$ cat config.mk
export PLATFORM = sky130hd
export DESIGN_NAME = background_model_update
export DESIGN_NICKNAME = d
export VERILOG_FILES = /design/src/rtl/background_model_update.sv
export SDC_FILE = /design/constraint.sdc
export NUM_CORES = 2
export LEC_CHECK = 0
export ABC_AREA = 1
export BUFFER_PORTS_ARGS = -buffer_cell sky130_fd_sc_hd__buf_4
export CAP_MARGIN = 10
export CORE_MARGIN = 2
export CORE_UTILIZATION = 30
export DETAILED_ROUTE_END_ITERATION = 7
export GPL_TIMING_DRIVEN = 0
export SYNTH_ARGS = -nofsm -noshare
export SYNTH_HDL_FRONTEND = slang
export SYNTH_SLANG_ARGS = --single-unit
$ cat constraint.sdc
create_clock -name clk -period 4.7 [get_ports clk]
set_input_delay 0.235 -clock clk [delete_from_list [all_inputs] [get_ports clk]]
set_output_delay 0.235 -clock clk [all_outputs]
set_load 0.03 [all_outputs]
$ cat src/rtl/background_model_update.sv
// -----------------------------------------------------------------------------
// background_model_update
//
// Multi-channel running-average background updater. For every pixel and every
// channel it computes bg' = (1-a)*img + a*bg, with a = alpha / 2^FRAC_W. The
// result is saturated to the channel range. Each pixel also gets a per-pixel
// update gate, a re-initialise override and a thresholded foreground flag.
// The datapath is a fixed 4-stage pipeline with a valid qualifier and a global
// clock enable. There is no backpressure.
//
// Optional build macro:
//   BACKGROUND_MODEL_ROUND_EN - round half up before the final shift.
//                               When undefined, the result is truncated.
//                               Latency is the same in both builds.
//
// Handshake: in_valid qualifies the input on each rising clk edge where ce=1.
// out_valid goes high exactly 4 enabled edges later. There is no ready signal,
// so the consumer must accept every out_valid beat. When ce=0, every register
// holds its value, including the valid shift chain.
//
// Ports:
//   clk, rst_n      - clock, asynchronous active-low reset
//   ce              - pipeline enable (0 freezes all registers)
//   in_valid        - input pixel qualifier
//   in_image        - current pixel, channel 0 in the LSBs
//   in_background   - stored background pixel, same packing
//   in_update       - 1 = apply the average, 0 = pass background through
//   in_init         - 1 = output in_image (overrides in_update)
//   alpha           - background weight, sampled with each valid pixel
//   threshold       - foreground threshold on |img-bg| (strict >)
//   out_valid       - output qualifier
//   out_background  - updated background pixel
//   out_foreground  - 1 if any channel differs by more than threshold
// -----------------------------------------------------------------------------
module background_model_update #(
  parameter int DATA_W   = 8,
  parameter int CHANNELS = 3,
  parameter int FRAC_W   = 8
) (
  input  logic                       clk,
  input  logic                       rst_n,
  input  logic                       ce,
  input  logic                       in_valid,
  input  logic [CHANNELS*DATA_W-1:0] in_image,
  input  logic [CHANNELS*DATA_W-1:0] in_background,
  input  logic                       in_update,
  input  logic                       in_init,
  input  logic [FRAC_W-1:0]          alpha,
  input  logic [DATA_W-1:0]          threshold,
  output logic                       out_valid,
  output logic [CHANNELS*DATA_W-1:0] out_background,
  output logic                       out_foreground
);

  localparam int VW  = CHANNELS * DATA_W;
  localparam int PW  = DATA_W + FRAC_W + 1;  // product width
  localparam int SW  = DATA_W + FRAC_W + 2;  // sum width
  localparam int OVW = SW - DATA_W - FRAC_W; // bits above the integer result

  localparam logic [FRAC_W:0] ONE_C = {1'b1, {FRAC_W{1'b0}}};

`ifdef BACKGROUND_MODEL_ROUND_EN
  localparam logic [SW-1:0] RND_C = SW'(2 ** (FRAC_W - 1));
`else
  localparam logic [SW-1:0] RND_C = '0;
`endif

  // Stage 1: registered inputs, 1-alpha, per-channel absolute difference
  logic              v1_q, v1_d;
  logic [VW-1:0]     img1_q, img1_d, bg1_q, bg1_d, diff1_q, diff1_d;
  logic              upd1_q, upd1_d, init1_q, init1_d;
  logic [FRAC_W-1:0] alpha1_q, alpha1_d;
  logic [FRAC_W:0]   oma1_q, oma1_d;
  logic [DATA_W-1:0] thr1_q, thr1_d;

  // Stage 2: products and foreground flag
  logic                   v2_q, v2_d;
  logic [VW-1:0]          img2_q, img2_d, bg2_q, bg2_d;
  logic                   upd2_q, upd2_d, init2_q, init2_d, fg2_q, fg2_d;
  logic [CHANNELS*PW-1:0] pimg2_q, pimg2_d, pbg2_q, pbg2_d;

  // Stage 3: sums
  logic                   v3_q, v3_d;
  logic [VW-1:0]          img3_q, img3_d, bg3_q, bg3_d;
  logic                   upd3_q, upd3_d, init3_q, init3_d, fg3_q, fg3_d;
  logic [CHANNELS*SW-1:0] sum3_q, sum3_d;

  // Stage 4: outputs
  logic          out_valid_q, out_valid_d;
  logic [VW-1:0] out_bg_q, out_bg_d, res4;
  logic          out_fg_q, out_fg_d;

  always_comb begin
    v1_d     = in_valid;
    img1_d   = in_image;
    bg1_d    = in_background;
    upd1_d   = in_update;
    init1_d  = in_init;
    alpha1_d = alpha;
    thr1_d   = threshold;
    oma1_d   = ONE_C - {1'b0, alpha};
    diff1_d  = '0;
    for (int c = 0; c < CHANNELS; c++) begin
      if (in_image[c*DATA_W +: DATA_W] >= in_background[c*DATA_W +: DATA_W])
        diff1_d[c*DATA_W +: DATA_W] = in_image[c*DATA_W +: DATA_W]
                                    - in_background[c*DATA_W +: DATA_W];
      else
        diff1_d[c*DATA_W +: DATA_W] = in_background[c*DATA_W +: DATA_W]
                                    - in_image[c*DATA_W +: DATA_W];
    end
  end

  always_comb begin
    v2_d    = v1_q;
    img2_d  = img1_q;
    bg2_d   = bg1_q;
    upd2_d  = upd1_q;
    init2_d = init1_q;
    fg2_d   = 1'b0;
    pimg2_d = '0;
    pbg2_d  = '0;
    for (int c = 0; c < CHANNELS; c++) begin
      pimg2_d[c*PW +: PW] = PW'(img1_q[c*DATA_W +: DATA_W]) * PW'(oma1_q);
      pbg2_d[c*PW +: PW]  = PW'(bg1_q[c*DATA_W +: DATA_W]) * PW'(alpha1_q);
      if (diff1_q[c*DATA_W +: DATA_W] > thr1_q)
        fg2_d = 1'b1;
    end
  end

  always_comb begin
    v3_d    = v2_q;
    img3_d  = img2_q;
    bg3_d   = bg2_q;
    upd3_d  = upd2_q;
    init3_d = init2_q;
    fg3_d   = fg2_q;
    sum3_d  = '0;
    for (int c = 0; c < CHANNELS; c++)
      sum3_d[c*SW +: SW] = SW'(pimg2_q[c*PW +: PW]) + SW'(pbg2_q[c*PW +: PW]) + RND_C;
  end

  always_comb begin
    res4 = '0;
    for (int c = 0; c < CHANNELS; c++) begin
      // Any bit above the integer field means the shifted result would not fit.
      if (|sum3_q[c*SW + DATA_W + FRAC_W +: OVW])
        res4[c*DATA_W +: DATA_W] = '1;
      else
        res4[c*DATA_W +: DATA_W] = sum3_q[c*SW + FRAC_W +: DATA_W];
    end
    out_valid_d = v3_q;
    out_fg_d    = fg3_q;
    if (init3_q)
      out_bg_d = img3_q;
    else if (!upd3_q)
      out_bg_d = bg3_q;
    else
      out_bg_d = res4;
  end

  always_ff @(posedge clk or negedge rst_n) begin
    if (!rst_n) begin
      v1_q        <= 1'b0;
      img1_q      <= '0;
      bg1_q       <= '0;
      diff1_q     <= '0;
      upd1_q      <= 1'b0;
      init1_q     <= 1'b0;
      alpha1_q    <= '0;
      oma1_q      <= '0;
      thr1_q      <= '0;
      v2_q        <= 1'b0;
      img2_q      <= '0;
      bg2_q       <= '0;
      upd2_q      <= 1'b0;
      init2_q     <= 1'b0;
      fg2_q       <= 1'b0;
      pimg2_q     <= '0;
      pbg2_q      <= '0;
      v3_q        <= 1'b0;
      img3_q      <= '0;
      bg3_q       <= '0;
      upd3_q      <= 1'b0;
      init3_q     <= 1'b0;
      fg3_q       <= 1'b0;
      sum3_q      <= '0;
      out_valid_q <= 1'b0;
      out_bg_q    <= '0;
      out_fg_q    <= 1'b0;
    end else if (ce) begin
      v1_q        <= v1_d;
      img1_q      <= img1_d;
      bg1_q       <= bg1_d;
      diff1_q     <= diff1_d;
      upd1_q      <= upd1_d;
      init1_q     <= init1_d;
      alpha1_q    <= alpha1_d;
      oma1_q      <= oma1_d;
      thr1_q      <= thr1_d;
      v2_q        <= v2_d;
      img2_q      <= img2_d;
      bg2_q       <= bg2_d;
      upd2_q      <= upd2_d;
      init2_q     <= init2_d;
      fg2_q       <= fg2_d;
      pimg2_q     <= pimg2_d;
      pbg2_q      <= pbg2_d;
      v3_q        <= v3_d;
      img3_q      <= img3_d;
      bg3_q       <= bg3_d;
      upd3_q      <= upd3_d;
      init3_q     <= init3_d;
      fg3_q       <= fg3_d;
      sum3_q      <= sum3_d;
      out_valid_q <= out_valid_d;
      out_bg_q    <= out_bg_d;
      out_fg_q    <= out_fg_d;
    end
  end

  assign out_valid      = out_valid_q;
  assign out_background = out_bg_q;
  assign out_foreground = out_fg_q;

endmodule

==> qor.yml <==
outcome:
  status: "finished, final reports clean"
global_routing:
  gr-total-overflow: 0
  grt_max_degree: 120
  grt_pass1_wl_um: 173000
  grt_use_total_pct: 19.5
  antenna_found_initial: 9
  grt_pass1_vias: 28924
worst_setup_path:
  cp_cell_sequence: "clkbuf_2 > nand2_1 > inv_1 > fa_1 > inv_1 > fa_1 > fa_1 > fa_1 > inv_1 > ha_1 > a21oi_1 > o21ai_0 > inv_1 > nand2_1 > xnor2_1 > o21ai_0"
  rr_worst_depth: 16
  startpoint_type: "flip-flop"
  crit_type: "flip-flop to flip-flop"
  critical_path_arrival_ps: 4910
  cp_slowest_cell: "fa_1"
  required_ps: 5130
  r2r-end: "pimg2_q[28]"
  crit_fanout: 10
  r2r-start: "oma1_q[8]"
  cp_top_family: "adder cells"
  r2r_slack_ps: 220
  max_stage_delay_ps: 540
  crit_path_end_kind: "flip-flop"
  path_buf_inv: 5
synthesis:
  syn_inst: 4667
  ys_types: 39
  ys_ff_latch: 358
  syn_nets: 5311
  yosysTopAreaCellShare_pct: 26.7
  synth_edf_count: 0
  synthTopCellsByArea: "dfrtp_1, nand2_1, fa_1"
  synth-seq-area-share_pct: 26.7
  synth_flop_cell: "dfrtp_1"
  synth_top_area_cell: "dfrtp_1"
  synthArstFlopShare_pct: 100
  syn_area_um2: 33600
  syn_avg_cell_area_um2: 7.20
  ys_warn_count: 0
routing:
  avgRoutedWirePerCell_um: 17.8
  drcViolationCount: 0
  viasPerCell: 4.66
  drt_wl_total_um: 113000
  drt_iter0_markers: 2466
  ant_nets: 0
  vias: 29517
  dr.pass1.iters: 5
floorplan:
  die_y_um: 339
  core_um2: 111000
  die_area_um2: 115000
  die_w_um: 339
  fp-row-count: 122
  initial_utilization_pct: 30.3
  pin_count: 96
timing:
  holdWs_ps: 7.67
  max-slew-margin-rel_pct: 17.5
  max_freq_mhz: 223
  setup_ws_ps: 216
  min_period_ps: 4480
  worst_slew_pin_slew_ps: 1240
  drv_slew: 0
  min_period_over_period_pct: 95.4
  hold_viol: 0
  setup-violations-final: 0
  finalSetupTns_ps: 0
  fin_worst_skew_ps: 27.0
  rsz0062_at_grt: "false"
placed_design:
  place_area_um2: 36300
  dp_slack_ps: -393
  port_buffers: 94
  dp_cells: 6253
  dpl.hpwl_um: 91900
  gp_congestion: 0.926
power_and_ir_drop:
  ir_drop_v: 0.000242
  p_per_area_nw_per_um2: 442
  leakagePower_nw: 22.9
  power_mw: 16.8
finish:
  fin_nets: 5465
  most-common-layout-cells: "nand2_1, inv_1, dfrtp_1"
  areaGrowthSynthToFinish_pct: 13.3
  fin_util_pct: 34.4
  drive_gt1_share_pct: 6.06
  final_common_cell: "nand2_1"
  final_area_um2: 38100
  stdcell_count: 6340
  fillers: 11969
worst_hold_path:
  min_to: "img1_q[10]"
  holdPathStages: 3
  min_from: "in_image[10]"
  hp-class: "input port to flip-flop"
clock_network:
  h-tree-depth: 2
  clockRootBuffer: "clkbuf_16"
  clock_path_buffers: 3
  insertion_delay_ps: 580
  cts_setup_buffers: 0
  cts_buffers: 40
  cts_tree: "built"
  path_clk_slew_ps: 60
  cts_sinks: 358
run:
  drv_cap: 0
-- power by group --
| group | switching (mW) | internal (mW) | leakage [nW] |
|---|---|---|---|
| Clock | 1.41 | 1.96 | 0.675 |
| Sequential | 0.683 | 3.77 | 4.44 |
| Combinational | 5.71 | 3.28 | 17.8 |
| Total | 7.81 | 9.02 | 22.9 |
-- metal layers --
| metal | GRT usage (%) | vias to the layer above | share of wire, % |
|---|---|---|---|
| met5 | 0 | - | 0.024 |
| met4 | 5.98 | 4 | 3.4 |
| met3 | 3.55 | 142 | 6.8 |
| met2 | 31.1 | 873 | 44 |
| met1 | 26.9 | 14166 | 46 |
| li1 | - | 14332 | - |
-- logic make-up (layout without fill, tap and decap cells) --
logic type | count (synthesis) | count (layout) | share of synthesized area (%)
compound gates | 436 | 436 | 6.87
other cells | 0 | 2 | 0
mux | 1 | 1 | 0.0298
simple gates | 2073 | 2073 | 24.8
fa+ha+maj | 574 | 574 | 26.7
buf+inv | 1162 | 1345 | 13.3
xor+xnor | 63 | 63 | 1.64
flops | 358 | 358 | 26.7
-- worst max-delay path by stage --
stage / from / to / slack, ps / cells after the start
3_3_place_gp: oma1_q[3] / pimg2_q[33] / -370 / 18
6_report: oma1_q[8] / pimg2_q[28] / 220 / 16
3_5_place_dp: oma1_q[2] / pimg2_q[50] / -390 / 18
4_1_cts: oma1_q[3] / pimg2_q[50] / 0.7 / 17
2_1_floorplan: alpha1_q[7] / pbg2_q[48] / 510 / 17
5_1_grt: alpha1_q[3] / pbg2_q[45] / 5 / 17
-- area by class of cell --
class / instances / area [µm²] / share of cell area (%)
Inverter: 972 / 3650 / 9.58
Clock inverter: 13 / 168 / 0.440
Multi-Input combinational cell: 3147 / 20200 / 53.0
Clock buffer: 58 / 1210 / 3.18
Sequential cell: 358 / 8970 / 23.6
Antenna cell: 2 / 5.00 / 0.0131
Timing Repair Buffer: 139 / 1230 / 3.22
Tap cell: 1488 / 1860 / 4.89
Buffer: 163 / 806 / 2.12
-- state kept, by name, summed over array words and instances, names as in the netlist, 8 cells and up --
name / count
alpha1_q: 8
sum3_q: 30
thr1_q: 8
img1_q: 24
bg3_q: 24
pbg2_q: 48
bg2_q: 24
img3_q: 24
pimg2_q: 51
diff1_q: 24
bg1_q: 24
out_background: 24
oma1_q: 8
img2_q: 24
-- cells in the mapped netlist, drive strengths merged, types with 5 or more instances --
cell type / number
a21oi: 184
fa: 240
nand3b: 25
o21ai: 197
nand2: 1684
and3: 5
a31oi: 7
inv: 972
buf: 77
o21a: 9
o211ai: 24
nand4: 23
ha: 334
o21bai: 9
xnor2: 43
nand3: 162
xor2: 20
clkbuf: 113
nor2: 150
dfrtp: 358
nor3: 16
-- worst register-to-register path, stage by stage, from the launching register on --
cell      delay (ps)
dfrtp_1          490
clkbuf_2         300
nand2_1          120
inv_1             60
fa_1             520
inv_1             50
fa_1             540
fa_1             420
fa_1             490
inv_1             40
ha_1             340
a21oi_1          210
o21ai_0          150
inv_1             70
nand2_1           60
xnor2_1          350
o21ai_0          130
-- repair_timing --
item                                    in CTS  in global routing
endpoints found under the setup margin      50                 38
endpoints found under the hold margin       94                  0
hold buffers                                40                  0
cloned                                       0                  0
gates resized for setup                     33                 53
(Power assumes the default switching activity.)
